## config.mk

```make
export PLATFORM = sky130hd
export DESIGN_NAME = kth_largest_tracker_flat
export DESIGN_NICKNAME = d
export VERILOG_FILES = /design/src/rtl/kth_largest_tracker_if.sv /design/src/rtl/kth_largest_tracker.sv /design/src/flat_wrapper.sv
export SDC_FILE = /design/constraint.sdc
export NUM_CORES = 1
export LEC_CHECK = 0
export CAP_MARGIN = 20
export CORE_MARGIN = 2
export CORE_UTILIZATION = 30
export DETAILED_ROUTE_END_ITERATION = 7
export GPL_TIMING_DRIVEN = 0
export PLACE_DENSITY_LB_ADDON = 0.3
export SYNTH_ARGS = -nofsm -noshare
export SYNTH_HDL_FRONTEND = slang
export SYNTH_SLANG_ARGS = --single-unit
```

## constraint.sdc

```tcl
create_clock -name clk -period 6.6 [get_ports clk]
set_input_delay 0.66 -clock clk [delete_from_list [all_inputs] [get_ports clk]]
set_output_delay 0.66 -clock clk [all_outputs]
set_load 0.005 [all_outputs]
```

## src/rtl/kth_largest_tracker_if.sv

```systemverilog
// Bus interface for kth_largest_tracker.
// Purpose : groups the sample input, clear, rank select and readout signals
//           of the rank tracker into one bundle.
// Signals : din_valid/din  - sample strobe and value (master -> slave)
//           clear          - synchronous flush of the tracked set (master -> slave)
//           rank_sel       - rank presented on dout, 0 = largest (master -> slave)
//           dout           - value at rank_sel, 0 when not valid (slave -> master)
//           dout_valid     - rank_sel addresses an occupied entry (slave -> master)
//           occ            - number of occupied entries, 0..K (slave -> master)
interface kth_largest_tracker_if #(
    parameter int DATA_WIDTH = 32,
    parameter int K          = 4
);
    localparam int RW = (K > 1) ? $clog2(K) : 1;
    localparam int CW = $clog2(K + 1);

    logic                  din_valid;
    logic [DATA_WIDTH-1:0] din;
    logic                  clear;
    logic [RW-1:0]         rank_sel;
    logic [DATA_WIDTH-1:0] dout;
    logic                  dout_valid;
    logic [CW-1:0]         occ;

    modport master (
        output din_valid, din, clear, rank_sel,
        input  dout, dout_valid, occ
    );

    modport slave (
        input  din_valid, din, clear, rank_sel,
        output dout, dout_valid, occ
    );
endinterface

```

## src/rtl/kth_largest_tracker.sv

```systemverilog
// Streaming rank tracker.
// Purpose : keeps the K largest samples seen since reset or the last clear in
//           a descending sorted register array t[0..K-1] (t[0] = largest),
//           updated by one-cycle parallel insertion. dout shows the entry at
//           the run-time selected rank.
// Ports   : clk    - rising-edge clock
//           resetn - synchronous active-low reset; discards all history
//           bus    - kth_largest_tracker_if slave modport (din_valid, din,
//                    clear, rank_sel in; dout, dout_valid, occ out)
module kth_largest_tracker #(
    parameter int DATA_WIDTH = 32,
    parameter int K          = 4,
    parameter bit SIGNED     = 1'b0
) (
    input  logic                    clk,
    input  logic                    resetn,
    kth_largest_tracker_if.slave    bus
);
    localparam int RW = (K > 1) ? $clog2(K) : 1;
    localparam int CW = $clog2(K + 1);

    logic [DATA_WIDTH-1:0] t      [K];
    logic [DATA_WIDTH-1:0] base   [K];
    logic [DATA_WIDTH-1:0] t_nxt  [K];
    logic [CW-1:0]         occ_q;
    logic [CW-1:0]         base_occ;
    logic [CW-1:0]         occ_nxt;
    logic [K-1:0]          gt;

    function automatic logic greater(input logic [DATA_WIDTH-1:0] a,
                                     input logic [DATA_WIDTH-1:0] b);
        if (SIGNED)
            return $signed(a) > $signed(b);
        else
            return a > b;
    endfunction

    // A clear in the same cycle as a sample flushes first, so the insert
    // works on an all-zero, empty array.
    always_comb begin
        base_occ = bus.clear ? '0 : occ_q;
        for (int i = 0; i < K; i++) begin
            base[i] = bus.clear ? '0 : t[i];
        end
    end

    // Empty entries (i >= occupancy) behave as -infinity, so a sample always
    // wins against them; a stored value of 0 there is never compared.
    always_comb begin
        gt = '0;
        for (int i = 0; i < K; i++) begin
            gt[i] = (CW'(i) >= base_occ) || greater(bus.din, base[i]);
        end
    end

    // gt is monotonic down the array (a sample beating entry i-1 also beats
    // entry i), so the first set bit marks the insertion slot and every
    // entry below it shifts down by one.
    always_comb begin
        for (int i = 0; i < K; i++) begin
            t_nxt[i] = base[i];
        end
        occ_nxt = base_occ;
        if (bus.din_valid) begin
            if (gt[0])
                t_nxt[0] = bus.din;
            for (int i = 1; i < K; i++) begin
                if (gt[i - 1])
                    t_nxt[i] = base[i - 1];
                else if (gt[i])
                    t_nxt[i] = bus.din;
            end
            if (base_occ != CW'(K))
                occ_nxt = base_occ + 1'b1;
        end
    end

    always_ff @(posedge clk) begin
        if (!resetn) begin
            occ_q <= '0;
            for (int i = 0; i < K; i++) begin
                t[i] <= '0;
            end
        end else begin
            occ_q <= occ_nxt;
            for (int i = 0; i < K; i++) begin
                t[i] <= t_nxt[i];
            end
        end
    end

    // Read mux is a decode loop so a rank_sel beyond K-1 (non power-of-two K)
    // never indexes outside the array.
    always_comb begin
        bus.dout       = '0;
        bus.dout_valid = (CW'(bus.rank_sel) < occ_q);
        if (bus.dout_valid) begin
            for (int i = 0; i < K; i++) begin
                if (bus.rank_sel == RW'(i))
                    bus.dout = t[i];
            end
        end
    end

    assign bus.occ = occ_q;

endmodule

```

## src/flat_wrapper.sv

```systemverilog
// flat-port wrapper written by rule: the top's interface ports become plain ports
module kth_largest_tracker_flat 
#(
    parameter int DATA_WIDTH = 32,
    parameter int K          = 4,
    parameter bit SIGNED     = 1'b0
)
  (clk, resetn, bus_din_valid, bus_din, bus_clear, bus_rank_sel, bus_dout, bus_dout_valid, bus_occ);
  kth_largest_tracker_if #(.DATA_WIDTH(DATA_WIDTH), .K(K)) bus_i ();
  input  logic clk;
  input  logic resetn;
  input wire logic [$bits(bus_i.din_valid)-1:0] bus_din_valid;
  input wire logic [$bits(bus_i.din)-1:0] bus_din;
  input wire logic [$bits(bus_i.clear)-1:0] bus_clear;
  input wire logic [$bits(bus_i.rank_sel)-1:0] bus_rank_sel;
  output wire logic [$bits(bus_i.dout)-1:0] bus_dout;
  output wire logic [$bits(bus_i.dout_valid)-1:0] bus_dout_valid;
  output wire logic [$bits(bus_i.occ)-1:0] bus_occ;
  assign bus_i.din_valid = bus_din_valid;
  assign bus_i.din = bus_din;
  assign bus_i.clear = bus_clear;
  assign bus_i.rank_sel = bus_rank_sel;
  assign bus_dout = bus_i.dout;
  assign bus_dout_valid = bus_i.dout_valid;
  assign bus_occ = bus_i.occ;
  kth_largest_tracker #(.DATA_WIDTH(DATA_WIDTH), .K(K), .SIGNED(SIGNED)) u_core (.clk(clk), .resetn(resetn), .bus(bus_i));
endmodule
```

[Word-level counts from Yosys, hierarchy flattened]
Memory sizes are Yosys's and may differ from the RTL's.
Cells that the tools add are included.
W data, S select, Z words.
Storage, ports and cells
  latch bits: 0
  bits in read-only memories: 0
  memories kept: 1
  bits in writable memories: 128
  logic and storage cells: 51
  register bits after elaboration: 3
Operators by class
  muxes and demuxes: 26
  div/mod/pow operators: 0
  reductions and logical operators: 5
  multiply operators: 0
  equality and inequality tests: 4
  bitwise gates (word level): 4
  order comparisons: 9
  add/sub/neg operators: 1
  shift operators: 0
Memory list
  u_core.t: depth 4, width 32, read ports 4, clocked after Yosys merged registers in 0, wr ports 4, line kth_largest_tracker.sv:22  | logic [DATA_WIDTH-1:0] t [K];
Operator list (count)
  $mux W32: 20
  $gt A32 B32 Y1: 4
  $mux W128: 1
  $mux W3: 3
  $ge A1 B3 Y1 const A: 2
  $ge A2 B3 Y1 const A: 2
  $eq A2 B2 Y1 const B: 2
  $logic_or A1 B1 Y1: 4
  $or A1 B1 Y1: 4
  $add A3 B1 Y3 const B: 1
  $lt A2 B3 Y1: 1
  $ne A3 B3 Y1 const B: 1
  $eq A2 B1 Y1 const B: 1
  $logic_not A2 Y1: 1
  $mux W1: 2

[Longest topological paths before layout]
Gate-level depths: netlist of run 1.
  depth in word-level cells: 7
  gate-level depth with buffers: 15
  gate-level depth less buffers: 10

[Worst setup path after synthesis of run 1]
Ideal clock, no wire load.
  path kind: input -> register
  start: input port bus_clear
  end: memory u_core.t[3][12]
  required time: 6.542 ns
  data arrival time: 3.423 ns
  stages on the path: 14
  path buffers: 5
  slack: 3.119 ns
  setup time: 0.058 ns
  cells stage by stage: buf_2 -> clkbuf_1 -> clkbuf_1 -> nand2b_1 -> ha_1 -> a21oi_1 -> o21ai_0 -> a221o_1 -> o31a_1 -> or2_4 -> buf_6 -> clkbuf_1 -> nor4_1 -> a211o_1
RTL lines
  start: declaration: line flat_wrapper.sv:14  | input wire logic [$bits(bus_i.clear)-1:0] bus_clear;
  end: declaration: line kth_largest_tracker.sv:22

==> metrics.md, run 1 <==
| Metric | Value |
|---|---|
| Placer's final routability congestion estimate | 0.972 |
| Most Frequent Cell on Critical Path | clkbuf_1 |
| Worst vdd ir | 0.202 mV |
| DRT antenna net count | 0 |
| Clock skew | 16.7 ps |
| Pwr dens | 183 nW/um^2 |
| Starting Density | 30.3% |
| Postcts setup bufs | 0 |
| Chip Height | 193 microns |
| Number of synthesized flops with an enable pin | 0 |
| Fin util | 35.6% |
| Worst Setup Path Type | in -> reg |
| CP peak stage delay | 720 ps |
| Gr usage total | 23.7% |
| Cts repair resizes | 0 |
| Initial antenna violation count | 2 |
| Clk sinks | 131 |
| Final Max Slew Viols | 0 |
| RSZ-0062 raised after global routing | no |
| Congestion Overflow GR | 0 |
| Synth Area in Compound Gates | 22.2% |
| Share of layout cells above drive strength 1 | 9.25% |
| Crit-path slowest cell | clkbuf_1 |
| Post-Place Worst Slack | 1400 ps |
| Global-route wire length before repair | 65.2 mm |
| Num CTS Buffers | 17 |
| CP bufs+invs | 5 |
| CP Cell Sequence | buf_2 -> clkbuf_1 -> clkbuf_1 -> nor2b_1 -> inv_1 -> ha_1 -> nand4_1 -> nor4_1 -> and3_1 -> a31oi_1 -> o21ai_2 -> clkbuf_1 -> o21ai_0 -> a221oi_1 |
| WP depth | 14 |
| Largest net degree at the start of global routing | 17 |
| PortBufs | 69 |
| Setup slack after layout | 1630 ps |
| Clk slew on worst S/H paths | 60 ps |
| Crit share post-route | 75.3% |
| Synth Flop Type | dfxtp_1 |
| CP endpoint | u_core.t[2][22]$_SDFF_PN0_ |
| WL per Instance | 24.0 microns |
| # DRC | 0 |
| CP Launch Type | input pin |
| Slew HR | 30.6% |
| Clock Root Buffer | clkbuf_16 |
| Synth top area share | 24.4% |
| Critical Path Sink Type | flip-flop |
| Drt first pass iters | 5 |
| RR Startpoint | u_core.t[0][31]$_SDFF_PN0_ |
| Multiplexer area fraction after synthesis | 9.79% |
| Die Area | 37300 sq um |
| Top cells by area, synth | dfxtp_1, ha_1, mux4_2 |
| Nets | 1519 |
| Starting DRT DRC Count | 1354 |
| Total Routed Length | 43.7 mm |
| Post-synth top area cell | dfxtp_1 |
| Worst Tran Pin Value | 1040 ps |
| Mapped cell area | 10700 sq um |
| Clock Latency Late Sink | 450 ps |
| I/O Pins | 74 |
| Async S/R FF share, synth | 0% |
| Hold Vio Cnt, Final | 0 |
| Row count | 69 |
| RR Endpoint | u_core.t[1][9]$_SDFF_PN0_ |
| Yosys cell types | 56 |
| Clock buffer depth | 2 |
| Via count | 10800 |
| Seq/Total Area, Yosys | 24.4% |
| Core area | 35400 sq um |
| Static power due to leakage | 4.75 nW |
| Worst path required time | 6950 ps |
| Hpwl dp | 31.6 mm |
| Final Hold Slack | 529 ps |
| Synthesized area per cell | 8.52 sq um |
| Maxcap violations | 0 |
| Yosys reg bits | 131 |
| Syn-to-layout area delta | 17.5% |
| Synth Area in Simple Gates | 22.1% |
| Multi-input gate area in the final layout | 7460 sq um |
| Max Fanout on Critical Path | 10 |
| Post-synth net total | 1430 |
| Crit path DAT | 5320 ps |
| Top delay family on crit path | buffers and inverters |
| Status | completed |
| CTS tree | yes |
| CTS HTree Levels | 4 |
| Worst Setup SP | bus_clear |
| Main combinational cell family by area after synthesis | compound AO/OA/AOI/OAI gates |
| Synthesized-area fraction occupied by adder cells | 15.4% |
| Fill count | 3676 |
| Cts hold-fix bufs | 0 |
| # setup viols final | 0 |
| Fmax | 0.201 GHz |
| Post-Synth XOR/XNOR Area | 0% |
| R2R cell count | 9 |
| Storage cell area | 2620 sq um |
| Die X | 193 microns |
| Final Critical Period | 4970 ps |
| Via density | 5.94 |
| Hold Path Class | reg -> reg |
| Vias in the first global route | 10300 |
| Setup TNS | 0 ps |
| Warnings, synthesis | 0 |
| Post-Synthesis Cells | 1260 |
| ANT cells | 0 |
| Worst R2R Setup Slack | 2540 ps |
-- final cells by class --
type	count	area share, %
Sequential cell	131	20.8
Clock inverter	14	1.21
Inverter	72	2.14
Timing Repair Buffer	70	5.60
Buffer	90	3.05
Clock buffer	18	3.48
Multi-Input combinational cell	967	59.1
Tap cell	461	4.57
-- how the worst min path moves through the flow --
stage | from | endpoint | slack [ps] | depth (start not counted)
5_1_grt | u_core.t[3][28]$_SDFF_PN0_ | u_core.t[3][28]$_SDFF_PN0_ | 560 | 1
3_5_place_dp | u_core.t[3][0]$_SDFF_PN0_ | u_core.t[3][0]$_SDFF_PN0_ | 510 | 1
4_1_cts | u_core.t[3][0]$_SDFF_PN0_ | u_core.t[3][0]$_SDFF_PN0_ | 530 | 1
6_report | u_core.t[3][22]$_SDFF_PN0_ | u_core.t[3][22]$_SDFF_PN0_ | 530 | 1
3_3_place_gp | u_core.t[3][28]$_SDFF_PN0_ | u_core.t[3][28]$_SDFF_PN0_ | 510 | 1
2_1_floorplan | u_core.t[3][0]$_SDFF_PN0_ | u_core.t[3][0]$_SDFF_PN0_ | 470 | 1
-- layout by cell type (no fill, tap or decap), types with 64 or more instances in the layout --
master and n:
nor2b_1 72, nand2b_1 99, clkdlybuf4s50_1 69, o21ai_0 80, dfxtp_1 131, nand2_1 94
a221oi_1 65, clkbuf_1 64, ha_1 132, inv_1 72
-- logic make-up (layout without fill, tap and decap cells) --
group,Yosys count,after routing
simple gates,428,428
compound gates,342,342
buf+inv,162,264
fa+ha+maj,132,132
flops,131,131
mux,65,65
-- layer usage --
metal	wire length, microns	global-route usage (%)
met5	13	0
met4	1160	7.69
met3	4090	3.80
met2	19900	38.2
met1	18500	32.3
-- power breakdown --
part / switching (mW) / total (mW) / internal [mW]
clock: 0.428 / 0.999 / 0.570
sequential: 0.0197 / 0.844 / 0.824
combinational: 0.289 / 0.471 / 0.182
-- synthesized netlist by cell type (33+ instances only) --
master	number
clkbuf_1	64
mux2i_1	33
nor2b_1	72
inv_1	72
a221oi_1	65
a21oi_1	55
nand3_1	45
dfxtp_1	131
o211ai_1	35
nand2_1	94
nand2b_1	99
ha_1	132
o21ai_0	80
-- stage by stage --
step	instance area, sq um	cells	total power [mW]
finish	12600	1823	2.31
global route	12600	1823	2.39
CTS	12600	1822	2.30
detailed placement	12000	1790	1.32
global placement	12000	1790	1.31
floorplan	10700	1260	1.13
-- sequential cells by signal (all words and copies together) (netlist names) --
name,flops
u_core.t,128
u_core.bus.occ,3
Power figures use the tool's default switching activity.
==> run 2, diff against run 1 <==
clock period = 5.1 ns   (was 6.6 ns; I/O delays follow)
==> results of run 2 <==
Same layout as run 1 (identical final DEF). Status: completed.
Among the figures that moved: setup slack after placement 1400 ps -> 48.5 ps; setup slack after layout 1630 ps -> 283 ps; register-to-register setup slack 2540 ps -> 1040 ps; total power 2.31 mW -> 2.99 mW; worst IR drop on VDD 0.202 mV -> 0.262 mV
==> run 3, diff against run 2 <==
REMOVE_ABC_BUFFERS = 1   (was unset)
==> run 3 against run 2 <==
Clock power is 5% higher. Worst hold slack better by 5.3 ps. Final area is 2.1% higher. Register-to-register slack better by 30 ps. Critical path type unchanged.
==> metrics.md, run 3 (synthesized netlist as in run 1, its figures left out) <==
| Metric | Value |
|---|---|
| WL per Instance | 21.5 microns |
| CTS tree | yes |
| Worst R2R Setup Slack | 1070 ps |
| Clock Root Buffer | clkbuf_16 |
| Postcts setup bufs | 0 |
| Chip Height | 193 microns |
| Share of layout cells above drive strength 1 | 10.9% |
| Hold EP | u_core.t[3][0]$_SDFF_PN0_ |
| Via density | 5.78 |
| Nets | 1457 |
| Clk sinks | 131 |
| PortBufs | 73 |
| GR Util met2 | 32.3% |
| Worst vdd ir | 0.198 mV |
| Global-route wire length before repair | 58.3 mm |
| Largest net degree at the start of global routing | 79 |
| Gr usage total | 20.5% |
| Clock buffer depth | 2 |
| Met1 GRT Util | 28.6% |
| Static power due to leakage | 4.86 nW |
| CP Launch Type | input pin |
| Fill count | 3603 |
| Crit path DAT | 4810 ps |
| Status | completed |
| Fmax | 0.226 GHz |
| RR Endpoint | u_core.t[2][7]$_SDFF_PN0_ |
| Most common cell after layout, fill and taps aside | ha_1 |
| Max Fanout on Critical Path | 70 |
| Final Critical Period | 4430 ps |
| Congestion Overflow GR | 0 |
| Clock Latency Late Sink | 440 ps |
| I/O Pins | 74 |
| Hpwl dp | 26.2 mm |
| Worst Tran Pin Value | 1160 ps |
| Hold Path Class | reg -> reg |
| Worst path required time | 5480 ps |
| Cts hold-fix bufs | 0 |
| Die X | 193 microns |
| Num CTS Buffers | 17 |
| Clk slew on worst S/H paths | 60 ps |
| Starting DRT DRC Count | 980 |
| Vias in the first global route | 9839 |
| Die Area | 37300 sq um |
| Initial antenna violation count | 1 |
| RR Startpoint | u_core.t[1][23]$_SDFF_PN0_ |
| Worst Setup Path Type | in -> reg |
| Fin util | 36.4% |
| Top Usage Layer GRT | met2 |
| # setup viols final | 0 |
| # DRC | 0 |
| Drt first pass iters | 5 |
| Core area | 35400 sq um |
| Met3 usage | 2.82% |
| Pwr dens | 236 nW/um^2 |
| Hold Path Depth | 1 |
| Total Routed Length | 37.9 mm |
| Hold_sp | u_core.t[3][0]$_SDFF_PN0_ |
| Reg with most FFs | u_core.t |
| Clock skew | 14.1 ps |
| Starting Density | 30.3% |
| Hold Vio Cnt, Final | 0 |
| DRT antenna net count | 0 |
| Final Max Slew Viols | 0 |
| Row count | 69 |
| Commonest cells after routing, fill and taps aside | ha_1, dfxtp_1, nand2b_1 |
| Placer's final routability congestion estimate | 0.837 |
| Slew HR | 22.5% |
| Cts repair resizes | 0 |
| Max reg flops | 128 |
| R2R cell count | 12 |
| Maxcap violations | 0 |
| Pwr Total | 3.04 mW |
| Critical Path Sink Type | flip-flop |
| Crit share post-route | 87.0% |
| CTS HTree Levels | 4 |
| Via count | 10200 |
| Syn-to-layout area delta | 19.9% |
| RSZ-0062 raised after global routing | no |
[run 3: changes by cell type in the layout (fill, tap and decap cells not counted), moves of 3 or more]
cell      before  now
buf_1          6    0
buf_4          6    3
buf_8          1    4
buf_2         13    2
buf_6          1    5
inv_6          4    0
buf_16         0   11
o21ai_4        1    4
clkbuf_1      64    2
buf_12         0    5
[run 3: routing by layer]
metal / up-vias / share of wire, %
li1: 4775 / -
met1: 4993 / 47
met2: 356 / 46
met3: 53 / 5.4
met4: 0 / 2.2
met5: - / 0
[run 3: critical path, cell delays in order]
cell and delay, ps:
buf_4 500, buf_16 330, nand2b_1 160, ha_1 260, a21oi_1 150, nand2_1 60
a211o_1 320, a2111o_1 490, o21ai_4 710, nor3b_4 670, buf_8 240, buf_16 160
a221o_1 150
[run 3: power breakdown]
part	switching (mW)	leakage, nW	total (mW)	internal (mW)
Clock	0.501	0.298	1.35	0.853
Combinational	0.343	3.49	0.597	0.255
Sequential	0.0245	1.07	1.09	1.07
Total	0.868	4.86	3.04	2.17
[run 3: area by class of cell]
| cell class | count | area (sq um) | area share (%) |
|---|---|---|---|
| repair buffers | 98 | 1230 | 9.58 |
| clock buffers | 22 | 474 | 3.68 |
| flip-flops and latches | 131 | 2620 | 20.4 |
| diodes | 1 | 2.50 | 0.0194 |
| multi-input cells | 967 | 7540 | 58.6 |
| well taps | 461 | 577 | 4.48 |
| inverters | 72 | 270 | 2.10 |
| clock inverters | 9 | 153 | 1.19 |
[run 3: how the worst max path moves through the flow]
stage          depth (start not counted)  slack [ps]  startpoint                    endpoint
2_1_floorplan                          9         340   bus_clear   u_core.t[0][0]$_SDFF_PN0_
3_3_place_gp                           7       -7390   bus_clear  u_core.t[1][19]$_SDFF_PN0_
3_5_place_dp                          13         280   bus_clear   u_core.t[3][3]$_SDFF_PN0_
4_1_cts                               13         720   bus_clear   u_core.t[3][3]$_SDFF_PN0_
5_1_grt                               14         490   bus_clear   u_core.t[2][7]$_SDFF_PN0_
6_report                              13         670   bus_clear   u_core.t[3][3]$_SDFF_PN0_
[run 3: through the flow]
step | setup WS, ps | TNS, ps | hold slack [ps] | instances | instance area (sq um)
after global routing | 490 | 0 | 565 | 1760 | 12900
after CTS | 715 | 0 | 528 | 1760 | 12900
final | 665 | 0 | 535 | 1761 | 12900
after global placement | -7390 | -837430 | 508 | 1704 | 11700
after detailed placement | 280 | 0 | 509 | 1729 | 12200
after floorplan | 337 | 0 | 468 | 1170 | 10300
